File: src/rtl/xor1_gate.sv
// Bitwise XOR cell: combinational result, registered valid-qualified copy,
// and a saturating count of accepted samples whose XOR is non-zero.
module xor1_gate #(
  parameter int WIDTH = 1,
  parameter int CNT_W = 16
) (
  input  logic             clk,
  input  logic             rst,
  input  logic [WIDTH-1:0] a,
  input  logic [WIDTH-1:0] b,
  output logic [WIDTH-1:0] y,
  input  logic             in_valid,
  output logic [WIDTH-1:0] y_q,
  output logic             out_valid,
  output logic [CNT_W-1:0] hit_cnt,
  input  logic             cnt_clr
);

  localparam logic [CNT_W-1:0] CNT_MAX = '1;

  logic [WIDTH-1:0] res_q, res_d;
  logic             vld_q, vld_d;
  logic [CNT_W-1:0] cnt_q, cnt_d;
  logic             hit;

  assign y   = a ^ b;
  assign hit = in_valid && (|y);

  always_comb begin
    res_d = res_q;
    vld_d = in_valid;
    cnt_d = cnt_q;
    if (in_valid) begin
      res_d = y;
    end
    // Clear takes priority over a hit on the same edge.
    if (cnt_clr) begin
      cnt_d = '0;
    end else if (hit && (cnt_q != CNT_MAX)) begin
      cnt_d = cnt_q + 1'b1;
    end
  end

  always_ff @(posedge clk) begin
    if (rst) begin
      res_q <= '0;
      vld_q <= 1'b0;
      cnt_q <= '0;
    end else begin
      res_q <= res_d;
      vld_q <= vld_d;
      cnt_q <= cnt_d;
    end
  end

  assign y_q       = res_q;
  assign out_valid = vld_q;
  assign hit_cnt   = cnt_q;

endmodule

File: config.mk
export PLATFORM = sky130hd
export DESIGN_NAME = xor1_gate
export DESIGN_NICKNAME = d
export VERILOG_FILES = /design/src/rtl/xor1_gate.sv
export SDC_FILE = /design/constraint.sdc
export NUM_CORES = 1
export LEC_CHECK = 0
export BUFFER_PORTS_ARGS = -buffer_cell sky130_fd_sc_hd__clkbuf_2
export CELL_PAD_IN_SITES_DETAIL_PLACEMENT = 2
export CELL_PAD_IN_SITES_GLOBAL_PLACEMENT = 2
export CORE_MARGIN = 4
export CORE_UTILIZATION = 33
export DETAILED_ROUTE_END_ITERATION = 6
export HOLD_SLACK_MARGIN = 0.12
export MAX_ROUTING_LAYER = met4
export PLACE_DENSITY = 0.89
export REMOVE_ABC_BUFFERS = 1
export SLEW_MARGIN = 20
export SYNTH_ARGS = -nofsm -noshare
export SYNTH_HDL_FRONTEND = slang
export SYNTH_SLANG_ARGS = --single-unit
File: constraint.sdc
create_clock -name clk -period 4.7 [get_ports clk]
set_input_delay 0.94 -clock clk [delete_from_list [all_inputs] [get_ports clk]]
set_output_delay 0.94 -clock clk [all_outputs]
set_load 0.02 [all_outputs]
# Yosys cells after proc, flatten, opt, wreduce, memory -nomap -nowiden
# Index checks and enable logic that the tools add are counted.
[classes]
n_addsub = 1
n_eq_ne = 1
bitwise_logic = 1
n_reduce_logical = 3
[op_table]
columns = ["cell", "count"]
rows = [
  ["$add A16 B1 Y16 const B", 1],
  ["$ne A16 B16 Y1 const B", 1],
  ["$logic_and A1 B1 Y1", 2],
  ["$reduce_or A2 Y1", 1],
  ["$xor A1 B1 Y1", 1],
]
[totals]
regBits = 18
inputBits = 6
out_inout_bits = 19
word_cells = 9

# Logic depth before layout (Yosys ltp)
[logic_depth]
word_depth = 3
ltp_mapped = 6
mapped_depth_nobuf = 5

# Worst setup path before layout
# No wires, ideal clock.
[synth_path]
kind = "input to output"
start = "input port b"
end = "output port y"
arrival_time_ns = 1.313
required_ns = 3.760
setup_slack_ns = 2.447
stages = 2
path_buffers = 0
path_cell_list = "xnor2_1 -> inv_2"
[synth_between]
elab_chain_len = 1
[synth_rtl]
columns = ["item", "line", "text"]
rows = [
  ["start, declared", "10", "input logic [WIDTH-1:0] b,"],
  ["$xor A1 B1 Y1", "26", "assign y = a ^ b;"],
  ["end, declared", "11", "output logic [WIDTH-1:0] y,"],
]
# No other way between the ends.

# Final worst setup path
# Ends and elaborated chain as after synthesis.

==> impl_summary.md <==
GRT
The number of global-route vias before repair is about 1,100. The global routing met1 resource utilization is 19.6%. For this run the aggregate overflow at the end of global routing stands at 0.

The initial antenna violation count is 0. The met2 routing resource usage after global routing is 29.5%. The total routing resource utilization after global routing is between 10% and 20%.

Entering global routing, the biggest net connects 17 pins. The most utilized layer in the global route result is met2. The wire length of the first global-routing pass is between 5000 and 6000 um. The met3 track demand over resource in global routing is 4.75%.

Layout
The number of antenna diodes in the final layout is 0. The filler cells instantiated in the layout total between 300 and 400. The area added between synthesis and finish is 18.0%. The finished layout holds roughly 180 standard cells, fillers aside.

In the final design database the tool counted 143 nets. Cells fill around 40% of the core in the end. Cells with a size suffix above 1 make up approximately 31% of the layout.

Clocking
The number of buffers added by the clock tree synthesis step is 3. The clock tree from TritonCTS is done. The number of cells upsized or downsized after cts is 0. The clock transition time at the flip-flop clock pins of the worst setup and hold paths is around 100 ps.

The clock reaches the later pin of the worst-skew pair after 310 ps. The number of sinks driven by the clock tree is 18. Buffers inserted to repair hold after CTS numbered 0. CTS built an H-tree with a depth of 1.

The number of buffers on the longest clock path is 2. The tree is rooted in a sky130_fd_sc_hd__clkbuf_4. Once the clock tree was built, the setup fixing pass inserted 0 buffers.

Timing
For the pin with the worst max-slew slack, the measured transition is around 540 ps. Setup total negative slack on the finished layout was measured at 0 ps. The final hold slack is roughly 520 ps. The number of hold violations in the final report is 0. Setup violations remaining at the end of the flow were counted as 0. The max-slew violation total from the final report is 0. The shortest period the worst path allows is ~2500 ps.

Headroom to the max-slew limit came out at between 60% and 70%. Setup slack closes at roughly 2200 ps. The maximum operating frequency is between 0.3 and 0.4 GHz. The final cycle utilization of the critical path is 54.2%. Setup repair after global routing left no endpoint under its margin.

Across the routed clock network, the largest skew measured is approximately 9.5 ps.

Run
The total of max-cap violations is 0.

Hold path
The instance count along the most critical hold path is 2. The worst hold path begins at y_q$_SDFFE_PP0P_. The endpoint of the worst hold path is y_q$_SDFFE_PP0P_. The worst hold path class is reg2reg.

Yosys
For this run, the leading register cell type out of synthesis is sky130_fd_sc_hd__dfxtp_1. By instance count, the leading cell after synthesis is sky130_fd_sc_hd__dfxtp_1. The count of flip-flops with a built-in enable after synthesis is 0.

The fraction of registers with async set or reset after synthesis is 0%. Yosys attributes the largest share of cell area to sky130_fd_sc_hd__dfxtp_1 (35%), sky130_fd_sc_hd__a21oi_1 (6.3%), sky130_fd_sc_hd__nand4_4 (6.2%), sky130_fd_sc_hd__o31ai_1 (5.1%), sky130_fd_sc_hd__or4_1 (5.1%). Synthesis produced a netlist whose cell count is 110. The number of unique standard cell types used by synthesis is 35. The average size of a mapped cell is ~9.4 um^2. By count the netlist is led by sky130_fd_sc_hd__dfxtp_1 (18), sky130_fd_sc_hd__a21oi_1 (13), sky130_fd_sc_hd__nand2_1 (8), sky130_fd_sc_hd__nor2_1 (8).

For this run, the register share of the synthesized area comes to a little over a third. The cell taking the most area after synthesis is sky130_fd_sc_hd__dfxtp_1. The top cell type's share of synthesized area is between 30% and 40%. The flip-flop and latch count after synthesis is 18.

The number of warnings reported in the yosys synthesis log is 0. The cell area that synthesis handed to floorplanning was 1040 um^2.

Worst setup path
At the worst endpoint, the arrival time is 1610 ps. The type of the setup path with the least slack is in2out. Counting cells, the worst reg-to-reg path comes to 5. The cell that appears most often on the critical path is sky130_fd_sc_hd__clkbuf_2. In this run the worst path has a maximum fanout of 4. Together, buffers and inverters on the worst path number 3. The cell at the slowest stage of the critical path is sky130_fd_sc_hd__xnor2_1. The signal on the critical path passes through clkbuf_2, xnor2_1, inv_2, clkbuf_2. The required arrival time at the worst endpoint is 3760 ps. The cell family contributing the most delay on the critical path is buffers and inverters. The endpoint identified for the worst register-to-register timing path is hit_cnt[12]$_SDFFE_PP0P_. The start of the worst register-to-register path is hit_cnt[0]$_SDFFE_PP0P_. The delay of the slowest cell on the worst path is ~290 ps. STA classifies the critical path endpoint as an output pin. The worst setup path is launched from a primary input. The worst register-to-register path has a setup slack of around 2700 ps.

Detailed routing
The pre-antenna-repair detailed-routing pass consisted of 4 iterations. The remaining antenna violation count is 0. The via count is ~1,000.

The detailed-route DRC error count is 0. The number of design-rule violations left by the first detailed-router iteration is 38. Using the TritonRoute via totals, the vias-per-cell ratio works out to 5.78.

The final routed wire length divided by cell count is between 15 and 20 um. Wires add up to 3240 um.

Floorplanning
The placeable core area is roughly 3000 um^2. Row generation in the floorplan step produced 20 rows. The total die area is a little over 4000 um^2.

The height of the chip is ~64 um. The initial standard-cell utilization of the core is around a third. 25 I/O pins were placed. The width of the die is between 60 and 70 um.

Placement
The number of input and output port buffers inserted is 24. At the end of routability-driven placement, the weighted congestion stood at ~0.74. In this run, placement finished with an instance count of approximately 180. Detailed placement finished with a half-perimeter wire length of about 2500 um. OpenSTA, run right after detailed placement, puts the worst setup slack at about 2100 ps.

Outcome
The flow ran to the end, and the final reports show no timing, DRC or antenna violations.

Power
Combinational logic burns under 10% of the power. Registers are responsible for 56.1% of the overall power. In this run, the clock network consumes between 30% and 40% of the power.

The analysis attributes to net switching a power of 68.7 uW. The worst vdd rail ir drop is 0.139 mV. The power density relative to cell area is between 200 and 250 nW/um^2. The leakage component of the power is around 0.45 nW. Net switching is roughly a quarter of the power. The internal portion of the total power is approximately 210 uW.
how the worst max path moves through the flow:
stage	startpoint	endpoint	slack, ps	cells past startpoint
floorplan	b	y	2450	2
detailed placement	b	y	2140	4
CTS	b	y	2130	4
global placement	b	y	2180	4
finish	b	y	2150	4
global route	b	y	2040	4
power groups by stage:
stage          Combinational (mW)  Sequential, mW  Clock (mW)
2_1_floorplan             0.00992           0.160           0
3_3_place_gp               0.0196           0.158           0
3_5_place_dp               0.0206           0.158           0
4_1_cts                    0.0206           0.155       0.103
5_1_grt                    0.0228           0.155       0.109
6_report                   0.0205           0.155       0.101
cell families after synthesis:
logic type	after synthesis	share of synthesized area [%]
adder cells (fa/ha/maj)	1	1.21
AO/OA/AOI/OAI	33	23.9
flip-flops	18	34.8
buffers and inverters	5	3.14
XOR/XNOR	1	0.846
AND/OR/NAND/NOR	52	36.1
placed cells by master, fill, tap and decap left out, drive strengths merged, types with 2 or more instances in the layout:
| cell | netlist | final |
|---|---|---|
| clkbuf | 2 | 28 |
| dfxtp | 18 | 18 |
| a21oi | 13 | 13 |
| nand4 | 11 | 11 |
| nor2 | 8 | 8 |
| nand2 | 8 | 8 |
| o31ai | 7 | 7 |
| or4 | 7 | 7 |
| o21ai | 5 | 5 |
| or3 | 4 | 4 |
| and4 | 4 | 4 |
| o41ai | 3 | 3 |
| o311ai | 3 | 3 |
| nand3 | 2 | 2 |
| and2 | 2 | 2 |
| nor3 | 2 | 2 |
| inv | 2 | 2 |
| nor4 | 2 | 2 |
worst reg2reg max path, cell delays in order (launching register included):
cell and delay [ps]:
sky130_fd_sc_hd__dfxtp_1 400, sky130_fd_sc_hd__ha_1 340, sky130_fd_sc_hd__nand4_2 290, sky130_fd_sc_hd__nor4_1 490
sky130_fd_sc_hd__a21oi_1 160, sky130_fd_sc_hd__a211oi_1 230
layout make-up:
cell class	instances	area, um^2	share of cell area [%]
well taps	44	55.1	4.50
repair buffers	24	120	9.83
clock buffers	4	36.3	2.97
multi-input cells	87	643	52.6
flip-flops and latches	18	360	29.5
inverters	2	7.51	0.614
per-layer routing:
layer	part of all wire, %	up-vias
li1	-	496
met5	0	-
met1	45	513
met4	2.7	0
met2	49	19
met3	3.3	6
through the flow:
| step | instance area [um^2] | power (mW) |
|---|---|---|
| floorplan | 1010 | 0.170 |
| global placement | 1190 | 0.178 |
| detailed placement | 1190 | 0.179 |
| CTS | 1220 | 0.279 |
| global route | 1220 | 0.287 |
| finish | 1220 | 0.276 |
state kept, by name, summed over array words and instances (netlist names):
| register | flops |
|---|---|
| out_valid | 1 |
| hit_cnt | 16 |
| y_q | 1 |
No activity file was read; power rests on OpenSTA's default activity.
